<file path="config.mk">
export PLATFORM = sky130hd
export DESIGN_NAME = gelato_decode_unit_flat
export DESIGN_NICKNAME = d
export VERILOG_FILES = /design/src/rtl/gelato_decode_unit_pkg.sv /design/src/rtl/gelato_decode_unit_if.sv /design/src/rtl/gelato_decode_unit_skid_buffer.sv /design/src/rtl/gelato_decode_unit.sv /design/src/flat_wrapper.sv
export SDC_FILE = /design/constraint.sdc
export NUM_CORES = 1
export LEC_CHECK = 0
export CELL_PAD_IN_SITES_DETAIL_PLACEMENT = 0
export CELL_PAD_IN_SITES_GLOBAL_PLACEMENT = 1
export CORE_UTILIZATION = 34
export DETAILED_ROUTE_END_ITERATION = 8
export GPL_ROUTABILITY_DRIVEN = 1
export PLACE_DENSITY = 0.84
export SYNTH_ARGS = -nofsm -noshare
export SYNTH_HDL_FRONTEND = slang
export SYNTH_SLANG_ARGS = --single-unit
</file>
<file path="constraint.sdc">
create_clock -name clk -period 2 [get_ports clk]
set_clock_uncertainty 0.05 [all_clocks]
set_input_delay 0.3 -clock clk [delete_from_list [all_inputs] [get_ports clk]]
set_output_delay 0.3 -clock clk [all_outputs]
set_load 0.005 [all_outputs]
</file>
<file path="src/rtl/gelato_decode_unit_pkg.sv">
// Shared decode types and helpers for the gelato decode stage and fetch-side predecode.
// Optional counters in the decode unit are enabled with GELATO_DECODE_PERF_EN.
package gelato_decode_unit_pkg;

    localparam int ADDR_WIDTH     = 32;
    localparam int DATA_WIDTH     = 32;
    localparam int WARP_NUM_WIDTH = 5;

    typedef logic [ADDR_WIDTH-1:0]     addr_t;
    typedef logic [DATA_WIDTH-1:0]     data_t;
    typedef logic [WARP_NUM_WIDTH-1:0] warp_num_t;

    typedef enum logic [6:0] {
        OPC_LOAD     = 7'b0000011,
        OPC_LOAD_FP  = 7'b0000111,
        OPC_MISC_MEM = 7'b0001111,
        OPC_OP_IMM   = 7'b0010011,
        OPC_AUIPC    = 7'b0010111,
        OPC_STORE    = 7'b0100011,
        OPC_STORE_FP = 7'b0100111,
        OPC_OP       = 7'b0110011,
        OPC_LUI      = 7'b0110111,
        OPC_MADD     = 7'b1000011,
        OPC_MSUB     = 7'b1000111,
        OPC_NMSUB    = 7'b1001011,
        OPC_NMADD    = 7'b1001111,
        OPC_OP_FP    = 7'b1010011,
        OPC_BRANCH   = 7'b1100011,
        OPC_JALR     = 7'b1100111,
        OPC_JAL      = 7'b1101111,
        OPC_SYSTEM   = 7'b1110011
    } opcode_e;

    // Field slices are taken verbatim from the raw word, whatever the format.
    typedef struct packed {
        logic [6:0] opcode;
        logic [4:0] rd;
        logic [2:0] funct3;
        logic [4:0] rs1;
        logic [4:0] rs2;
        logic [4:0] rs3;
        logic [6:0] funct7;
        data_t      imm;
    } inst_t;

    function automatic logic is_legal(input logic [31:0] raw);
        logic legal_v;
        legal_v = 1'b0;
        if (raw[1:0] == 2'b11) begin
            case (raw[6:0])
                OPC_LOAD, OPC_LOAD_FP, OPC_MISC_MEM, OPC_OP_IMM, OPC_AUIPC, OPC_STORE,
                OPC_STORE_FP, OPC_OP, OPC_LUI, OPC_MADD, OPC_MSUB, OPC_NMSUB, OPC_NMADD,
                OPC_OP_FP, OPC_BRANCH, OPC_JALR, OPC_JAL, OPC_SYSTEM: legal_v = 1'b1;
                default: legal_v = 1'b0;
            endcase
        end else begin
            legal_v = 1'b0;
        end
        return legal_v;
    endfunction

    // Illegal encodings and R/R4 formats yield a zero immediate.
    function automatic data_t decode_imm(input logic [31:0] raw);
        data_t imm_v;
        imm_v = {DATA_WIDTH{1'b0}};
        if (raw[1:0] == 2'b11) begin
            case (raw[6:0])
                OPC_LOAD, OPC_OP_IMM, OPC_JALR, OPC_LOAD_FP, OPC_SYSTEM, OPC_MISC_MEM:
                    imm_v = data_t'($signed(raw[31:20]));
                OPC_STORE, OPC_STORE_FP:
                    imm_v = data_t'($signed({raw[31:25], raw[11:7]}));
                OPC_BRANCH:
                    imm_v = data_t'($signed({raw[31], raw[7], raw[30:25], raw[11:8], 1'b0}));
                OPC_LUI, OPC_AUIPC:
                    imm_v = data_t'($signed({raw[31:12], 12'h000}));
                OPC_JAL:
                    imm_v = data_t'($signed({raw[31], raw[19:12], raw[20], raw[30:21], 1'b0}));
                default:
                    imm_v = {DATA_WIDTH{1'b0}};
            endcase
        end else begin
            imm_v = {DATA_WIDTH{1'b0}};
        end
        return imm_v;
    endfunction

endpackage

</file>
<file path="src/rtl/gelato_decode_unit_if.sv">
// Fetch-to-decode-to-issue bundle: input beat, per-warp flush and decoded output beat.
interface gelato_decode_if;
    import gelato_decode_unit_pkg::*;

    logic      in_valid;
    logic      in_ready;
    warp_num_t in_warp;
    addr_t     in_pc;
    logic [31:0] in_raw;
    logic      flush_valid;
    warp_num_t flush_warp;
    logic      out_valid;
    logic      out_ready;
    warp_num_t out_warp;
    addr_t     out_pc;
    inst_t     out_inst;
    logic      out_illegal;

    modport slave (
        input  in_valid, in_warp, in_pc, in_raw, flush_valid, flush_warp, out_ready,
        output in_ready, out_valid, out_warp, out_pc, out_inst, out_illegal
    );

    modport master (
        output in_valid, in_warp, in_pc, in_raw, flush_valid, flush_warp, out_ready,
        input  in_ready, out_valid, out_warp, out_pc, out_inst, out_illegal
    );
endinterface

</file>
<file path="src/rtl/gelato_decode_unit_skid_buffer.sv">
// Generic 2-entry FIFO-ordered valid/ready skid with per-entry kill; the kill key is
// the top KEY_W bits of the payload so the owner can match entries without seeing them.
module gelato_skid_buffer #(
    parameter int WIDTH = 8,
    parameter int KEY_W = 1
) (
    input  logic             clk,
    input  logic             rst_n,
    input  logic             i_valid,
    output logic             o_ready,
    input  logic [WIDTH-1:0] i_data,
    input  logic             i_kill_in,
    output logic             o_valid,
    input  logic             i_ready,
    output logic [WIDTH-1:0] o_data,
    input  logic             i_kill_out,
    output logic [KEY_W-1:0] o_skid_key,
    input  logic             i_kill_skid
);

    logic             r_out_valid;
    logic [WIDTH-1:0] r_out_data;
    logic             r_skid_valid;
    logic [WIDTH-1:0] r_skid_data;
    logic             r_in_ready;

    logic             w_out_fire;
    logic             w_out_keep;
    logic             w_skid_keep;
    logic             w_in_take;
    logic             w_out_valid_nx;
    logic [WIDTH-1:0] w_out_data_nx;
    logic             w_skid_valid_nx;
    logic [WIDTH-1:0] w_skid_data_nx;

    // Next occupancy: survivors are compacted oldest-first into output then skid.
    always_comb begin
        w_out_fire      = r_out_valid && i_ready;
        w_out_keep      = r_out_valid && !w_out_fire && !i_kill_out;
        w_skid_keep     = r_skid_valid && !i_kill_skid;
        w_in_take       = i_valid && r_in_ready && !i_kill_in;
        w_out_valid_nx  = 1'b0;
        w_out_data_nx   = r_out_data;
        w_skid_valid_nx = 1'b0;
        w_skid_data_nx  = r_skid_data;
        if (w_out_keep) begin
            w_out_valid_nx = 1'b1;
            if (w_skid_keep) begin
                w_skid_valid_nx = 1'b1;
            end else if (w_in_take) begin
                w_skid_valid_nx = 1'b1;
                w_skid_data_nx  = i_data;
            end else begin
                w_skid_valid_nx = 1'b0;
            end
        end else if (w_skid_keep) begin
            w_out_valid_nx = 1'b1;
            w_out_data_nx  = r_skid_data;
            if (w_in_take) begin
                w_skid_valid_nx = 1'b1;
                w_skid_data_nx  = i_data;
            end else begin
                w_skid_valid_nx = 1'b0;
            end
        end else if (w_in_take) begin
            w_out_valid_nx = 1'b1;
            w_out_data_nx  = i_data;
        end else begin
            w_out_valid_nx = 1'b0;
        end
    end

    // Storage registers; in_ready is precomputed so it never depends on i_ready.
    always_ff @(posedge clk) begin
        if (!rst_n) begin
            r_out_valid  <= 1'b0;
            r_out_data   <= {WIDTH{1'b0}};
            r_skid_valid <= 1'b0;
            r_skid_data  <= {WIDTH{1'b0}};
            r_in_ready   <= 1'b1;
        end else begin
            r_out_valid  <= w_out_valid_nx;
            r_out_data   <= w_out_data_nx;
            r_skid_valid <= w_skid_valid_nx;
            r_skid_data  <= w_skid_data_nx;
            r_in_ready   <= !w_skid_valid_nx;
        end
    end

    assign o_ready    = r_in_ready;
    assign o_valid    = r_out_valid;
    assign o_data     = r_out_data;
    assign o_skid_key = r_skid_data[WIDTH-1 -: KEY_W];

endmodule

</file>
<file path="src/rtl/gelato_decode_unit.sv">
// RV32 decode stage: decodes the incoming word and carries it through a 2-entry skid
// with per-warp flush. Define GELATO_DECODE_PERF_EN to add the perf_* counters.
module gelato_decode_unit
    import gelato_decode_unit_pkg::*;
(
    input  logic             clk,
    input  logic             rst_n,
    gelato_decode_if.slave   dec
`ifdef GELATO_DECODE_PERF_EN
    ,
    output logic [31:0]      perf_decoded,
    output logic [31:0]      perf_stall,
    output logic [31:0]      perf_flushed
`endif
);

    // Warp sits in the MSBs so the skid buffer can expose it as the kill key.
    typedef struct packed {
        warp_num_t warp;
        addr_t     pc;
        inst_t     inst;
        logic      illegal;
    } entry_t;

    localparam int PAYLOAD_W = $bits(entry_t);

    inst_t     w_inst;
    logic      w_illegal;
    entry_t    w_in_entry;
    entry_t    w_out_entry;
    warp_num_t w_skid_key;
    logic      w_in_ready;
    logic      w_out_valid;
    logic      w_flush_in;
    logic      w_kill_out;
    logic      w_kill_skid;

    // Field extraction and immediate generation on the raw word.
    always_comb begin
        w_inst.opcode = dec.in_raw[6:0];
        w_inst.rd     = dec.in_raw[11:7];
        w_inst.funct3 = dec.in_raw[14:12];
        w_inst.rs1    = dec.in_raw[19:15];
        w_inst.rs2    = dec.in_raw[24:20];
        w_inst.rs3    = dec.in_raw[31:27];
        w_inst.funct7 = dec.in_raw[31:25];
        w_inst.imm    = decode_imm(dec.in_raw);
        w_illegal     = !is_legal(dec.in_raw);
        w_in_entry    = '{warp: dec.in_warp, pc: dec.in_pc, inst: w_inst, illegal: w_illegal};
    end

    // Flush matching for the input beat and both buffered slots.
    always_comb begin
        w_flush_in  = dec.flush_valid && (dec.in_warp == dec.flush_warp);
        w_kill_out  = dec.flush_valid && (w_out_entry.warp == dec.flush_warp);
        w_kill_skid = dec.flush_valid && (w_skid_key == dec.flush_warp);
    end

    gelato_skid_buffer #(
        .WIDTH (PAYLOAD_W),
        .KEY_W (WARP_NUM_WIDTH)
    ) u_skid (
        .clk         (clk),
        .rst_n       (rst_n),
        .i_valid     (dec.in_valid),
        .o_ready     (w_in_ready),
        .i_data      (w_in_entry),
        .i_kill_in   (w_flush_in),
        .o_valid     (w_out_valid),
        .i_ready     (dec.out_ready),
        .o_data      (w_out_entry),
        .i_kill_out  (w_kill_out),
        .o_skid_key  (w_skid_key),
        .i_kill_skid (w_kill_skid)
    );

    assign dec.in_ready    = w_in_ready;
    assign dec.out_valid   = w_out_valid;
    assign dec.out_warp    = w_out_entry.warp;
    assign dec.out_pc      = w_out_entry.pc;
    assign dec.out_inst    = w_out_entry.inst;
    assign dec.out_illegal = w_out_entry.illegal;

`ifdef GELATO_DECODE_PERF_EN
    logic        w_out_fire;
    logic [1:0]  w_kill_cnt;
    logic [31:0] r_perf_decoded;
    logic [31:0] r_perf_stall;
    logic [31:0] r_perf_flushed;

    // A firing output entry counts as delivered, never as flushed; skid is full iff !in_ready.
    always_comb begin
        w_out_fire = w_out_valid && dec.out_ready;
        w_kill_cnt = {1'b0, w_kill_out && w_out_valid && !dec.out_ready}
                   + {1'b0, w_kill_skid && !w_in_ready}
                   + {1'b0, w_flush_in && dec.in_valid && w_in_ready};
    end

    // Wrapping event counters.
    always_ff @(posedge clk) begin
        if (!rst_n) begin
            r_perf_decoded <= 32'd0;
            r_perf_stall   <= 32'd0;
            r_perf_flushed <= 32'd0;
        end else begin
            r_perf_decoded <= r_perf_decoded + {31'd0, w_out_fire};
            r_perf_stall   <= r_perf_stall + {31'd0, w_out_valid && !dec.out_ready};
            r_perf_flushed <= r_perf_flushed + {30'd0, w_kill_cnt};
        end
    end

    assign perf_decoded = r_perf_decoded;
    assign perf_stall   = r_perf_stall;
    assign perf_flushed = r_perf_flushed;
`endif

endmodule
</file>
<file path="src/flat_wrapper.sv">
// flat-port wrapper written by rule: the top's interface ports become plain ports
module gelato_decode_unit_flat import gelato_decode_unit_pkg::*;
  (clk, rst_n, dec_in_valid, dec_in_warp, dec_in_pc, dec_in_raw, dec_flush_valid, dec_flush_warp, dec_out_ready, dec_in_ready, dec_out_valid, dec_out_warp, dec_out_pc, dec_out_inst, dec_out_illegal);
  gelato_decode_if dec_i ();
  input  logic clk;
  input  logic rst_n;
  input wire logic [$bits(dec_i.in_valid)-1:0] dec_in_valid;
  input wire logic [$bits(dec_i.in_warp)-1:0] dec_in_warp;
  input wire logic [$bits(dec_i.in_pc)-1:0] dec_in_pc;
  input wire logic [$bits(dec_i.in_raw)-1:0] dec_in_raw;
  input wire logic [$bits(dec_i.flush_valid)-1:0] dec_flush_valid;
  input wire logic [$bits(dec_i.flush_warp)-1:0] dec_flush_warp;
  input wire logic [$bits(dec_i.out_ready)-1:0] dec_out_ready;
  output wire logic [$bits(dec_i.in_ready)-1:0] dec_in_ready;
  output wire logic [$bits(dec_i.out_valid)-1:0] dec_out_valid;
  output wire logic [$bits(dec_i.out_warp)-1:0] dec_out_warp;
  output wire logic [$bits(dec_i.out_pc)-1:0] dec_out_pc;
  output wire logic [$bits(dec_i.out_inst)-1:0] dec_out_inst;
  output wire logic [$bits(dec_i.out_illegal)-1:0] dec_out_illegal;
  assign dec_i.in_valid = dec_in_valid;
  assign dec_i.in_warp = dec_in_warp;
  assign dec_i.in_pc = dec_in_pc;
  assign dec_i.in_raw = dec_in_raw;
  assign dec_i.flush_valid = dec_flush_valid;
  assign dec_i.flush_warp = dec_flush_warp;
  assign dec_i.out_ready = dec_out_ready;
  assign dec_in_ready = dec_i.in_ready;
  assign dec_out_valid = dec_i.out_valid;
  assign dec_out_warp = dec_i.out_warp;
  assign dec_out_pc = dec_i.out_pc;
  assign dec_out_inst = dec_i.out_inst;
  assign dec_out_illegal = dec_i.out_illegal;
  gelato_decode_unit u_core (.clk(clk), .rst_n(rst_n), .dec(dec_i));
endmodule
</file>
### After elaboration in Yosys (flattened, before gate mapping)

Cells that the tools add are included.

* bits in registers: 217
* bits of input ports: 79

* muxes and demuxes: 15
* reductions and logical operators: 23
* equal/unequal tests: 23
* bitwise operators: 1

Operators with widths (count)
* $mux W107: 6
* $pmux W32 S5: 1
* $eq A7 B7 Y1 const B: 9
* $mux W32: 1
* $eq A7 B6 Y1 const B: 4
* $reduce_or A18 Y1: 1
* $eq A5 B5 Y1: 3
* $eq A7 B5 Y1 const B: 2
* $logic_and A1 B1 Y1: 9
* $eq A7 B2 Y1 const B: 1
* $eq A7 B3 Y1 const B: 1
* $eq A7 B4 Y1 const B: 1
* $mux W1: 7
* $logic_not A1 Y1: 6
* $reduce_or A6 Y1: 1
* $reduce_and A2 Y1: 2
* $reduce_bool A2 Y1: 2
* $reduce_or A2 Y1: 2
* $eq A2 B2 Y1 const B: 1
* $ne A2 B2 Y1 const B: 1
* $not A1 Y1: 1

### Logic depth before layout (Yosys ltp)

* depth after elaboration: 8
* gate-level depth with buffers: 9
* mapped depth without buffers: 6

### Modules after synthesis

From an unflattened synthesis, not the netlist that was laid out.

* cells, all modules: 1199
* area, all modules: 10057.1 µm²

Modules (own cells, without submodules)
* gelato_skid_buffer: area an instance 9271.4 µm², cells each 1099, seq. area each 4344.2 µm², instances 1
* gelato_decode_unit: area an instance 785.8 µm², cells each 100, seq. area each 0.0 µm², instances 1

### Worst setup path after synthesis

OpenSTA, ideal clock, no wires.

* kind: register to register
* start point: register u_core.u_skid.r_out_data[105], in the netlist u_core.u_skid.o_data[105]
* end point: register u_core.u_skid.r_out_data[103], in the netlist u_core.u_skid.o_data[103]
* slack: 0.012 ns
* stages on the path, launching flop included: 10
* data arrival time: 1.847 ns
* library setup time: 0.091 ns
* clock period less this slack: 1.988 ns
* cells stage by stage: dfxtp_1 > xor2_1 > nor4_1 > a311o_2 > a21boi_1 > buf_2 > buf_4 > buf_6 > nor2_1 > a311oi_1

* longest elaborated chain between the ends: 6

RTL lines
* start: declaration: RTL line gelato_decode_unit_skid_buffer.sv:22 `logic [WIDTH-1:0] r_out_data;`
* start signal: assignment: RTL line gelato_decode_unit_skid_buffer.sv:77 `r_out_data <= {WIDTH{1'b0}};`
* start signal: assignment: RTL line gelato_decode_unit_skid_buffer.sv:83 `r_out_data <= w_out_data_nx;`
* $eq A5 B5 Y1: RTL line gelato_decode_unit.sv:55 `w_kill_out = dec.flush_valid && (w_out_entry.warp == dec.flush_warp);`
* $logic_and A1 B1 Y1: RTL line gelato_decode_unit.sv:55
* $logic_not A1 Y1: RTL line gelato_decode_unit_skid_buffer.sv:39 `w_out_keep = r_out_valid && !w_out_fire && !i_kill_out;`
* $logic_and A1 B1 Y1: RTL line gelato_decode_unit_skid_buffer.sv:39
* $not A1 Y1 (no source line)
* $reduce_and A2 Y1 (no source line)

Every way passes these cells.
A chain may end at the register's enable or synchronous reset.

### Worst setup path in the final report

* start point: register u_core.u_skid.r_out_data[105], in the netlist u_core.u_skid.o_data[105]
* end point: register u_core.u_skid.r_skid_data[0]

* longest elaborated chain between the ends: 6
* elaborated cells on any way between the ends: 8

RTL lines
* $eq A5 B5 Y1 (*): RTL line gelato_decode_unit.sv:55
* $logic_and A1 B1 Y1 (*): RTL line gelato_decode_unit.sv:55
* $logic_not A1 Y1 (*): RTL line gelato_decode_unit_skid_buffer.sv:39
* $logic_and A1 B1 Y1 (*): RTL line gelato_decode_unit_skid_buffer.sv:39
* $ne A2 B2 Y1 (no source line) / $reduce_bool A2 Y1 (equally long branches)
* $reduce_and A2 Y1 (no source line)
* end signal: assignment: RTL line gelato_decode_unit_skid_buffer.sv:79 `r_skid_data <= {WIDTH{1'b0}};`
* end signal: assignment: RTL line gelato_decode_unit_skid_buffer.sv:85 `r_skid_data <= w_skid_data_nx;`
* end: declaration: RTL line gelato_decode_unit_skid_buffer.sv:24 `logic [WIDTH-1:0] r_skid_data;`

Every way passes the cells marked *; elsewhere a longest branch is shown, timed or not.

==> metrics.yaml <==
ys.flop_type: "dfxtp_1"
synth-simple-area-share_pct: 19.0
antennaDiodeCount: 0
final_cell_area_sq_um: 14200
cp-start-kind: "flip-flop"
fillers: 2302
core_sq_um: 26000
syn_area_sq_um: 8990
gp_congestion: 0.825
grt_first_pass_wirelength_mm: 48.6
syn2layout_area_growth_pct: 58.1
path_max_fanout: 8
cts_buffer_depth: 3
wl_per_cell_um: 19.5
nets: 1465
syn_inst: 1140
place_ws_ns: -0.680
multi_input_area_sq_um: 4960
grt_max_degree: 60
first_iter_violations: 764
min_to: "u_core.u_skid.r_skid_data[87]$_SDFFE_PN0P_"
root_buffer: "clkbuf_16"
rows: 59
max_cap_viol_count: 0
synthAdderAreaFrac_pct: 0.111
layout.area.seq_sq_um: 4150
total_power_mw: 11.3
detailroute.via_count: 9641
totalWireLength_mm: 33.8
setup_tns_ns: -20.62
grt_pass1_vias: 8866
violations: "negative setup slack"
async_flop_share_pct: 0
layout.cells.non_filler: 1733
synth_compound_gate_area_share_pct: 25.7
avgSynthCellArea_sq_um: 7.88
r2r_start: "u_core.u_skid.o_data[105]$_SDFFE_PN0P_"
ant_nets: 0
hold_class: "in2reg"
setup_ws_ns: -0.244
worstPathRequired_ns: 2.37
h-tree-depth: 1
r2r_cells: 10
vias_per_cell: 5.56
holdBufCountCts: 0
ys_seq_elements: 207
grt_usage_pct: 22.6
hold_viol: 0
synth-xor-area-share_pct: 1.82
seq_area_frac_synth_pct: 46.1
power.leakage_nw: 5.14
whs_path_depth: 3
die-area_sq_um: 27100
drcViolationCount: 0
port_buffers: 187
synthMuxAreaShare_pct: 0.905
synth_cell_types: 48
yosys_warnings: 0
antenna_found_initial: 0
cts_buffers: 24
synth_edf_count: 0
pin_count: 188
clkSinkCount: 207
dieHeight_um: 165
dieWidth_um: 165
start_util_pct: 34.6
place_inst: 1650
dp_hpwl_mm: 19.6
min_period_ns: 2.24
clk_pin_slew_worst_paths_ns: 0.06
timing.slew.headroom_pct: 50.0
post_dp_cell_area_sq_um: 12000
pwr_density_cell_nw_per_um2: 798
drive_above_1_share_pct: 23.1
finalSetupViolations: 204
clkLatencyLatePin_ns: 0.52
period_share_pct: 112
cp-end-kind: "flip-flop"
fmax_ghz: 0.446
tightest_slew_ns: 0.749
cts_tree: "done"
peakVddDrop_uv: 546
worst_ep_arrival_time_ns: 2.61
maxSlewViolCount: 0
rsz0062_at_grt: "true"
dr.pass1.iters: 5
rrSetupSlack_ns: -0.24
reg2reg_to: "u_core.u_skid.r_skid_data[0]$_SDFFE_PN0P_"
grt_overflow: 0
min_from: "dec_in_pc[17]"
outcome: "complete, but fails checks"
synth_top_family_by_area: "compound AO/OA/AOI/OAI gates"
path_class: "reg2reg"
syn_nets: 1219
==> through the flow <==
| stage | hold slack (ns) | utilization (%) |
|---|---|---|
| after floorplan | 0.385 | - |
| after global placement | 0.394 | 46.3 |
| after detailed placement | 0.397 | 46.3 |
| after CTS | 0.317 | 51.0 |
| after global routing | 0.327 | 54.7 |
| final | 0.331 | 54.7 |
==> per-layer routing <==
| metal | global-route usage [%] | wire [um] |
|---|---|---|
| met1 | 31.4 | 15200 |
| met2 | 36.0 | 15500 |
| met3 | 3.19 | 2100 |
| met4 | 7.05 | 982 |
| met5 | 0 | 0 |
==> worst max-delay path by stage <==
stage,startpoint,to,slack (ns),depth (start not counted)
2_1_floorplan,u_core.u_skid.o_data[105]$_SDFFE_PN0P_,u_core.u_skid.o_data[103]$_SDFFE_PN0P_,0.01,9
3_3_place_gp,dec_flush_warp[4],u_core.u_skid.o_data[12]$_SDFFE_PN0P_,-0.66,8
3_5_place_dp,dec_flush_warp[4],u_core.u_skid.r_skid_data[55]$_SDFFE_PN0P_,-0.68,10
4_1_cts,u_core.u_skid.o_data[104]$_SDFFE_PN0P_,u_core.u_skid.o_data[18]$_SDFFE_PN0P_,-0.13,8
5_1_grt,u_core.u_skid.o_data[106]$_SDFFE_PN0P_,u_core.u_skid.r_skid_data[0]$_SDFFE_PN0P_,-0.30,10
6_report,u_core.u_skid.o_data[105]$_SDFFE_PN0P_,u_core.u_skid.r_skid_data[0]$_SDFFE_PN0P_,-0.24,10
==> Yosys cell counts (all sizes together) (6+ instances only) <==
master / count / area, sq um
dfxtp: 207 / 4140
nand2: 194 / 728
a21oi: 124 / 621
o21ai: 106 / 531
nand3: 104 / 521
a311oi: 85 / 744
nor2: 85 / 319
clkbuf: 82 / 308
buf: 42 / 233
o22ai: 24 / 150
xnor2: 13 / 129
mux2i: 7 / 70.1
a211oi: 6 / 45.0
inv: 6 / 22.5
==> power breakdown <==
part           total [mW]  leakage, nW  internal (mW)  switching [mW]
sequential           4.54         1.69           4.38           0.158
clock                4.32        0.378           2.57            1.75
combinational        2.47         3.07           1.29            1.18
==> sequential cells by signal (all words and copies together) (netlist names) <==
signal                      count
u_core.u_skid.o_valid           1
u_core.u_skid.o_data          102
u_core.u_skid.r_skid_data     102
u_core.u_skid.o_ready           1
u_core.u_skid.r_skid_valid      1
==> cells in the final DEF, fill, tap and decap left out, types with 7 or more instances in the layout <==
master           count
nand2_1            193
o21ai_2             14
o22ai_1             10
a311oi_2            17
xnor2_1              9
o21ai_1             12
o21ai_0             79
buf_16               7
nor2_2               9
dfxtp_1            203
nand3_2             16
buf_4               86
clkdlybuf4s50_1    184
clkbuf_16           33
nand3_1             82
a21oi_2             27
nor2_1              76
buf_6               16
a311oi_1            68
buf_12              32
a21oi_1             97
o22ai_2             14
mux2i_1              7
==> kinds of logic after synthesis <==
family / after synthesis
compound gates: 373
xor+xnor: 17
fa+ha+maj: 1
buf+inv: 130
flops: 207
mux: 8
simple gates: 404
==> what timing repair did <==
action	CTS	global route
buffers inserted	15	10
gates cloned	8	15
pin swaps	48	45
gates resized for setup	29	164
setup endpoints to repair	192	206
==> cell type report <==
type,count,area share (%)
clock inverters,5,0.379
flip-flops and latches,207,29.2
multi-input cells,803,34.9
well taps,335,2.95
repair buffers,344,27.4
inverters,6,0.194
clock buffers,33,4.97
==> worst max-delay path, stage by stage, from the launching register on <==
cell and delay, ns:
dfxtp_2 0.34, xor2_1 0.19, nor4_2 0.08, a311o_2 0.43
buf_12 0.15, xnor2_4 0.15, buf_6 0.16, buf_12 0.17
buf_4 0.13, a21oi_2 0.04, a311oi_1 0.26
(Power assumes the default switching activity.)
